$ cat src/rtl/mem_stage_pkg.sv
// rtl/mem_stage_pkg.sv - shared encodings for the RV32I memory-access stage
package mem_stage_pkg;

  localparam logic [1:0] WD_ALU = 2'b00;
  localparam logic [1:0] WD_DM  = 2'b01;
  localparam logic [1:0] WD_PC4 = 2'b10;
  localparam logic [1:0] WD_IMM = 2'b11;

  localparam logic [2:0] F3_B  = 3'b000;
  localparam logic [2:0] F3_H  = 3'b001;
  localparam logic [2:0] F3_W  = 3'b010;
  localparam logic [2:0] F3_BU = 3'b100;
  localparam logic [2:0] F3_HU = 3'b101;

  typedef enum logic {
    MS_IDLE,
    MS_WAIT
  } ms_state_t;

  // Halves need off[0] clear, words need both offset bits clear.
  function automatic logic misaligned(input logic [2:0] funct3, input logic [1:0] off);
    logic bad;
    bad = 1'b0;
    if ((funct3 == F3_H || funct3 == F3_HU) && off[0]) bad = 1'b1;
    if (funct3 == F3_W && off != 2'b00) bad = 1'b1;
    return bad;
  endfunction

endpackage

$ cat src/rtl/mem_align.sv
// rtl/mem_align.sv - store lane formatting and load extraction
// Purely combinational; funct3 selects byte/half/word handling.
module mem_align
  import mem_stage_pkg::*;
(
  input  logic [2:0]  funct3,
  input  logic [1:0]  off,
  input  logic [31:0] st_data,
  input  logic [31:0] ld_word,
  output logic [3:0]  st_be,
  output logic [31:0] st_wdata,
  output logic [31:0] ld_data
);

  logic [7:0]  ld_byte;
  logic [15:0] ld_half;

  assign ld_byte = ld_word[{off, 3'b000} +: 8];
  assign ld_half = ld_word[{off[1], 4'b0000} +: 16];

  always_comb begin
    st_be    = 4'b1111;
    st_wdata = st_data;
    case (funct3)
      F3_B: begin
        st_be    = 4'b0001 << off;
        st_wdata = {4{st_data[7:0]}};
      end
      F3_H: begin
        st_be    = off[1] ? 4'b1100 : 4'b0011;
        st_wdata = {2{st_data[15:0]}};
      end
      default: begin
        st_be    = 4'b1111;
        st_wdata = st_data;
      end
    endcase
  end

  always_comb begin
    ld_data = ld_word;
    case (funct3)
      F3_B:    ld_data = {{24{ld_byte[7]}}, ld_byte};
      F3_BU:   ld_data = {24'h000000, ld_byte};
      F3_H:    ld_data = {{16{ld_half[15]}}, ld_half};
      F3_HU:   ld_data = {16'h0000, ld_half};
      default: ld_data = ld_word;
    endcase
  end

endmodule

$ cat src/rtl/mem_stage.sv
// rtl/mem_stage.sv - RV32I memory stage: data-bus handshake, stall and MEM/WB register
// Optional MEM_MISALIGN_CHK_EN blocks misaligned accesses and flags them in WB.
module mem_stage
  import mem_stage_pkg::*;
#(
  parameter int STALL_W = 16
) (
  input  logic               clk,
  input  logic               rst_n,
  input  logic [1:0]         MEM_WdSel_i,
  input  logic               MEM_DMwe_i,
  input  logic               MEM_RFwe_i,
  input  logic [31:0]        MEM_pc4_i,
  input  logic [31:0]        MEM_ALUc_i,
  input  logic [31:0]        MEM_imm_i,
  input  logic [31:0]        MEM_rd2_i,
  input  logic [4:0]         MEM_rd_i,
  input  logic [31:0]        MEM_inst_i,
  output logic               dm_req_o,
  output logic               dm_we_o,
  output logic [31:0]        dm_addr_o,
  output logic [3:0]         dm_be_o,
  output logic [31:0]        dm_wdata_o,
  input  logic               dm_ready_i,
  input  logic [31:0]        dm_rdata_i,
  output logic               mem_stop_o,
  output logic [31:0]        WB_wd_o,
  output logic [4:0]         WB_rd_o,
  output logic               WB_RFwe_o,
  output logic [31:0]        WB_inst_o,
`ifdef MEM_MISALIGN_CHK_EN
  output logic               WB_misalign_o,
`endif
  output logic [STALL_W-1:0] stall_cnt_o
);

  ms_state_t   state_q, state_d;
  logic [2:0]  funct3;
  logic [1:0]  off;
  logic        access;
  logic        go;
  logic        mis;
  logic        req;
  logic [3:0]  st_be;
  logic [31:0] st_wdata;
  logic [31:0] ld_data;
  logic [31:0] wd;

  assign funct3 = MEM_inst_i[14:12];
  assign off    = MEM_ALUc_i[1:0];
  assign access = MEM_DMwe_i | (MEM_WdSel_i == WD_DM);

`ifdef MEM_MISALIGN_CHK_EN
  assign mis = access & misaligned(funct3, off);
`else
  assign mis = 1'b0;
`endif
  assign go = access & ~mis;

  mem_align u_align (
    .funct3   (funct3),
    .off      (off),
    .st_data  (MEM_rd2_i),
    .ld_word  (dm_rdata_i),
    .st_be    (st_be),
    .st_wdata (st_wdata),
    .ld_data  (ld_data)
  );

  always_ff @(posedge clk or negedge rst_n) begin
    if (!rst_n) state_q <= MS_IDLE;
    else        state_q <= state_d;
  end

  always_comb begin
    state_d = state_q;
    req     = 1'b0;
    case (state_q)
      MS_IDLE: begin
        req = go;
        if (go && !dm_ready_i) state_d = MS_WAIT;
      end
      MS_WAIT: begin
        req = 1'b1;
        if (dm_ready_i) state_d = MS_IDLE;
      end
      default: state_d = MS_IDLE;
    endcase
  end

  // Stall is combinational so a zero-wait memory never costs a cycle.
  assign dm_req_o   = req;
  assign dm_we_o    = req & MEM_DMwe_i;
  assign mem_stop_o = req & ~dm_ready_i;
  assign dm_addr_o  = {MEM_ALUc_i[31:2], 2'b00};
  assign dm_be_o    = MEM_DMwe_i ? st_be : 4'b1111;
  assign dm_wdata_o = st_wdata;

  always_comb begin
    wd = MEM_ALUc_i;
    case (MEM_WdSel_i)
      WD_ALU:  wd = MEM_ALUc_i;
      WD_DM:   wd = ld_data;
      WD_PC4:  wd = MEM_pc4_i;
      default: wd = MEM_imm_i;
    endcase
  end

  always_ff @(posedge clk or negedge rst_n) begin
    if (!rst_n) begin
      WB_wd_o   <= '0;
      WB_rd_o   <= '0;
      WB_RFwe_o <= 1'b0;
      WB_inst_o <= '0;
    end else if (mem_stop_o) begin
      WB_RFwe_o <= 1'b0;
    end else begin
      WB_wd_o   <= wd;
      WB_rd_o   <= MEM_rd_i;
      WB_RFwe_o <= MEM_RFwe_i & ~mis;
      WB_inst_o <= MEM_inst_i;
    end
  end

`ifdef MEM_MISALIGN_CHK_EN
  always_ff @(posedge clk or negedge rst_n) begin
    if (!rst_n)          WB_misalign_o <= 1'b0;
    else if (mem_stop_o) WB_misalign_o <= 1'b0;
    else                 WB_misalign_o <= mis;
  end
`endif

  always_ff @(posedge clk or negedge rst_n) begin
    if (!rst_n)                                 stall_cnt_o <= '0;
    else if (mem_stop_o && stall_cnt_o != '1) stall_cnt_o <= stall_cnt_o + 1'b1;
  end

endmodule

$ cat config.mk
export PLATFORM = sky130hd
export DESIGN_NAME = mem_stage
export DESIGN_NICKNAME = d
export VERILOG_FILES = /design/src/rtl/mem_stage_pkg.sv /design/src/rtl/mem_align.sv /design/src/rtl/mem_stage.sv
export SDC_FILE = /design/constraint.sdc
export NUM_CORES = 1
export LEC_CHECK = 0
export CAP_MARGIN = 10
export CORE_AREA = 2 2 140 142
export CTS_BUF_LIST = sky130_fd_sc_hd__clkbuf_16
export CTS_CLUSTER_DIAMETER = 120
export DETAILED_ROUTE_END_ITERATION = 6
export DIE_AREA = 0 0 142 144
export DONT_BUFFER_PORTS = 1
export SYNTH_ARGS = -nofsm -noshare
export SYNTH_HDL_FRONTEND = slang
export SYNTH_SLANG_ARGS = --single-unit
export TNS_END_PERCENT = 100
$ cat constraint.sdc
create_clock -name clk -period 4.2 [get_ports clk]
set_input_delay 0.84 -clock clk [delete_from_list [all_inputs] [get_ports clk]]
set_output_delay 0.84 -clock clk [all_outputs]
set_load 0.1 [all_outputs]
Word-level counts from Yosys, hierarchy flattened

Index checks and enable logic that the tools add are counted.

Bits in registers: 87
Bits in latches: 0
Bits in writable memories: 0
Bits in read-only memories: 0
Bits of input ports: 204
Output and inout bits: 157
Word-level logic and storage cells: 37
Memories: 0

$add $sub $neg: 1
Multiply operators: 0
Div/mod/pow operators: 0
Order comparisons: 0
Eq/ne operators: 6
Shift-type cells: 3
Mux-type cells: 11
Bitwise operators: 5
Reduce and logical (&&, ||, !) cells: 5

Operator list:

| operator                                            | count |
|---|---|
| one-hot mux 32 bit (4 select lines)                 | 1 |
| one-hot mux 32 bit (3 select lines)                 | 1 |
| one-hot mux 32 bit (2 select lines)                 | 1 |
| indexed part select 32 x 6 -> 16 bit                | 1 |
| indexed part select 32 x 6 -> 8 bit                 | 1 |
| adder 16 x 1 -> 16 bit, second input constant       | 1 |
| != test 16 bit, second input constant               | 1 |
| 2-to-1 mux 4 bit                                    | 2 |
| one-hot mux 4 bit (2 select lines)                  | 1 |
| equality test 3 bit, second input constant          | 2 |
| one-hot mux 1 bit (2 select lines)                  | 2 |
| << shifter 1 x 2 -> 4 bit, first input constant     | 1 |
| equality test 3 x 1 -> 1 bit, second input constant | 1 |
| logical NOT 3 bit                                   | 1 |
| 2-to-1 mux 1 bit                                    | 3 |
| AND 1 bit                                           | 2 |
| equality test 2 x 1 -> 1 bit, second input constant | 1 |
| equality test 2 bit, second input constant          | 1 |
| logical AND 1 bit                                   | 2 |
| logical NOT 2 bit                                   | 1 |
| NOT 1 bit                                           | 2 |
| logical NOT 1 bit                                   | 1 |
| OR 1 bit                                            | 1 |

Depth between registers and ports, before layout

Depth after elaboration: 5
Gate-level depth with buffers: 9

By module

Synthesis repeated with hierarchy kept, for this count alone.

Cell total of the unflattened synthesis: 636
Area, all modules: 5596.6 um2

By module, submodules not included:

| module    | instances | cells an instance | area an instance (um2) | sequential area each (um2) |
|---|---|---|---|---|
| mem_stage | 1         | 443               | 4445.5                 | 2177.1 |
| mem_align | 1         | 193               | 1151.1                 | 0.0 |

Least setup slack after synthesis

No wires, ideal clock.

Kind: input to output
From: input port MEM_inst_i[13]
To: output port dm_wdata_o[24]
Data arrival time: 3.246 ns
Slack: 0.114 ns
Stages: 6
Cells stage by stage: buf_2 > nor2_1 > buf_2 > buf_1 > nor2_1 > a21oi_1

Longest elaborated chain between the ends: 2
Elaborated cells between the ends (all ways): 3
Classes of those cells: 1 x eq/ne; 1 x mux; 1 x reduce/logical

RTL lines:

| element                                                           | line            | RTL |
|---|---|---|
| start, declared                                                   | mem_stage.sv:18 | `input logic [31:0] MEM_inst_i,` |
| equality test 3 x 1 -> 1 bit or logical NOT 3 bit (tied branches) | mem_align.sv:24 | `case (funct3)` |
| one-hot mux 32 bit (2 select lines) *                             | mem_align.sv:24 |  |
| end, declared                                                     | mem_stage.sv:23 | `output logic [31:0] dm_wdata_o,` |

Mark *: on every way between the ends. The rest lies on a longest branch, timed or not.

Worst setup path in the final report

From: input port MEM_inst_i[12]
To: output port dm_wdata_o[14]

The elaborated chain is that of the path after synthesis.

==> flow_summary.toml <==
[final_layout]
antennaDiodeCount = 0
fin_nets = 792
fillers = 2028
drive_above_1_share_pct = 14.4
final_area_sq_um = 5800
synthToLayoutAreaGrowth_pct = 5.60

[clock_network]
cts_max_level = 3
clk_pin_slew_ps = 70
cts_resized = 0
cts_hold_buf = 0
clk_latency_ps = 350
cts_buffers = 9
cts_tree = "yes"
cts_setup_buffers = 0
root_buffer = "clkbuf_16"
clk_path_buf_depth = 2
cts_sinks = 87

[timing]
fmax_ghz = 0.331
hold_viol_final = 0
skew_ps = 7.22
rsz0062_at_grt = "no"
setup_viol = 0
fin_worst_hold_slack_ps = 180
tightest_slew_ps = 1050
slew_viol_final = 0
slew_headroom_pct = 30.2
min_period_ps = 3020
setup_tns_ps = 0
fin_crit_sh_pct = 71.9

[run]
cap_violations = 0

[global_route]
grt_max_degree = 88
grt_usage_pct = 19.0
gr-total-overflow = 0
grt_pass1_vias = 4408
antenna_found_initial = 0
grt_pass1_wl_mm = 28.3

[drt]
drt_first_iter_violations = 208
wl_per_cell_um = 24.5
dr_total_vias = 4521
via_per_inst = 5.45
dr.pass1.iters = 4
postRouteAntennaNets = 0
drc_errors = 0
drt_wl_total_mm = 20.3

[floorplan]
rows = 51
core_area_sq_um = 19100
die_h_um = 144
io_pins = 361
die_w_um = 142
start_util_pct = 28.8
fp.dieArea_sq_um = 20400

[worst_hold_path]
hold_path.class = "input port to async pin"

[critical_path]
path_buf_inv = 0
cp-end-kind = "output port"
cp_top_family = "simple AND/OR/NAND/NOR gates"
ff2ff_path_depth = 5
critPathMaxFanout = 27
critPathMaxStageDelay_ps = 610
worstSetupPathType = "input port to output port"
cp_num_cells = 3
start_kind = "input port"
worstPathArrival_ps = 2180
path_cells = "or2_2, nor2_2, mux2_2"
crit_slowest_cell = "mux2_2"
required_ps = 3360

[logic_synthesis]
yosysMostFrequentCell = "nand2_1"
synth_cell_types = 49
avgSynthCellArea_sq_um = 8.63
synth.yosys.warnings = 0
async_flop_share_pct = 100
yosysSeqAreaShare_pct = 39.6
synth_area_leader_cell = "dfrtp_1"
synth_top_area_share_pct = 39.6
synth_edf_count = 0
synth-seq-cells = 87
synthTopCellsByCount = "145 x nand2_1, 87 x dfrtp_1, 41 x buf_4, 41 x nor2_1, 40 x o21ai_0"
synthFlopType = "dfrtp_1"
synthCells = 637
synth_area_leaders = "dfrtp_1 40%, nand2_1 9.9%, mux2i_1 6.4%"
synth.cell_area_sq_um = 5500

[power]
power_mw = 3.23
powerDensity_nw_per_um2 = 556
ir_drop_mv = 0.198
power.leakage_nw = 2.53

[outcome]
run_status = "complete, no violations"

[placement]
place_area_sq_um = 5520
hpwlAfterDp_mm = 15.5
globalplace.congestion = 0.877
io_buffers = 0
where the power goes:
part,leakage (nW),internal (mW),total [mW],switching (mW)
Clock,0.140,0.410,0.786,0.376
Combinational,1.32,0.199,0.807,0.607
Sequential,1.06,0.935,1.64,0.701
routing by layer:
layer / track usage (%) / part of all wire [%]
met1: 23.1 / 41
met4: 7.68 / 3.0
met3: 6.19 / 9.0
met2: 31.1 / 47
met5: 0 / 0
sequential cells by signal (all words and copies together) (netlist names):
signal	flops
WB_inst_o	32
WB_wd_o	32
stall_cnt_o	16
WB_rd_o	5
WB_RFwe_o	1
state_q	1
layout by cell type (no fill, tap or decap), types with 3 or more instances in the layout:
cell and count:
nor3_1 8, o22ai_1 19, dfrtp_1 87, nand2_1 145, a22oi_1 16, a21oi_1 24
xor2_1 6, inv_1 7, nand3_1 6, nor2b_1 6, mux4_2 3, and3_1 4
xnor2_1 8, a211oi_1 8, o211ai_1 21, nand4_1 4, buf_4 22, mux2_2 21
clkbuf_16 11, o21ai_0 40, a221oi_1 4, nor2_1 40, and4_1 3, mux2i_1 35
a21oi_2 8, and2_1 3
worst paths after layout:
kind	startpoint	to	slack, ps
min in group clk	stall_cnt_o[9]$_DFFE_PN0P_	stall_cnt_o[9]$_DFFE_PN0P_	500
max in group asynchronous	rst_n	WB_wd_o[1]$_DFFE_PN0N_	3900
max reg2reg	stall_cnt_o[10]$_DFFE_PN0P_	stall_cnt_o[6]$_DFFE_PN0P_	1730
max	MEM_inst_i[12]	dm_wdata_o[14]	1180
min	rst_n	WB_inst_o[19]$_DFFE_PN0N_	180
min reg2reg	stall_cnt_o[9]$_DFFE_PN0P_	stall_cnt_o[9]$_DFFE_PN0P_	500
cell families after synthesis:
kind of cell	count (synthesis)	share of synthesized area, %
AOI/OAI and AO/OA	153	17.9
xor gates and xnor gates	14	2.23
adders and majority gates	1	0.228
buffers and inverters	93	10.1
DFF	87	39.6
muxes	59	11.9
other	1	0.0682
and+or+nand+nor	229	18.0
metrics by stage:
| stage | cells | util [%] | setup slack, ps |
|---|---|---|---|
| 2_1_floorplan | 638 | - | 114 |
| 3_3_place_gp | 814 | 28.9 | 1210 |
| 3_5_place_dp | 814 | 28.9 | 1180 |
| 4_1_cts | 830 | 30.4 | 1180 |
| 5_1_grt | 830 | 30.4 | 1120 |
| 6_report | 830 | 30.4 | 1180 |
area by class of cell:
type / count / area [sq um] / share of cell area, %
Clock buffer: 9 / 225 / 3.88
Clock inverter: 7 / 57.6 / 0.992
Inverter: 7 / 28.8 / 0.496
Multi-Input combinational cell: 458 / 2800 / 48.3
Sequential cell: 87 / 2180 / 37.5
Tap cell: 238 / 298 / 5.13
Timing Repair Buffer: 24 / 215 / 3.71
(Power assumes the default switching activity.)
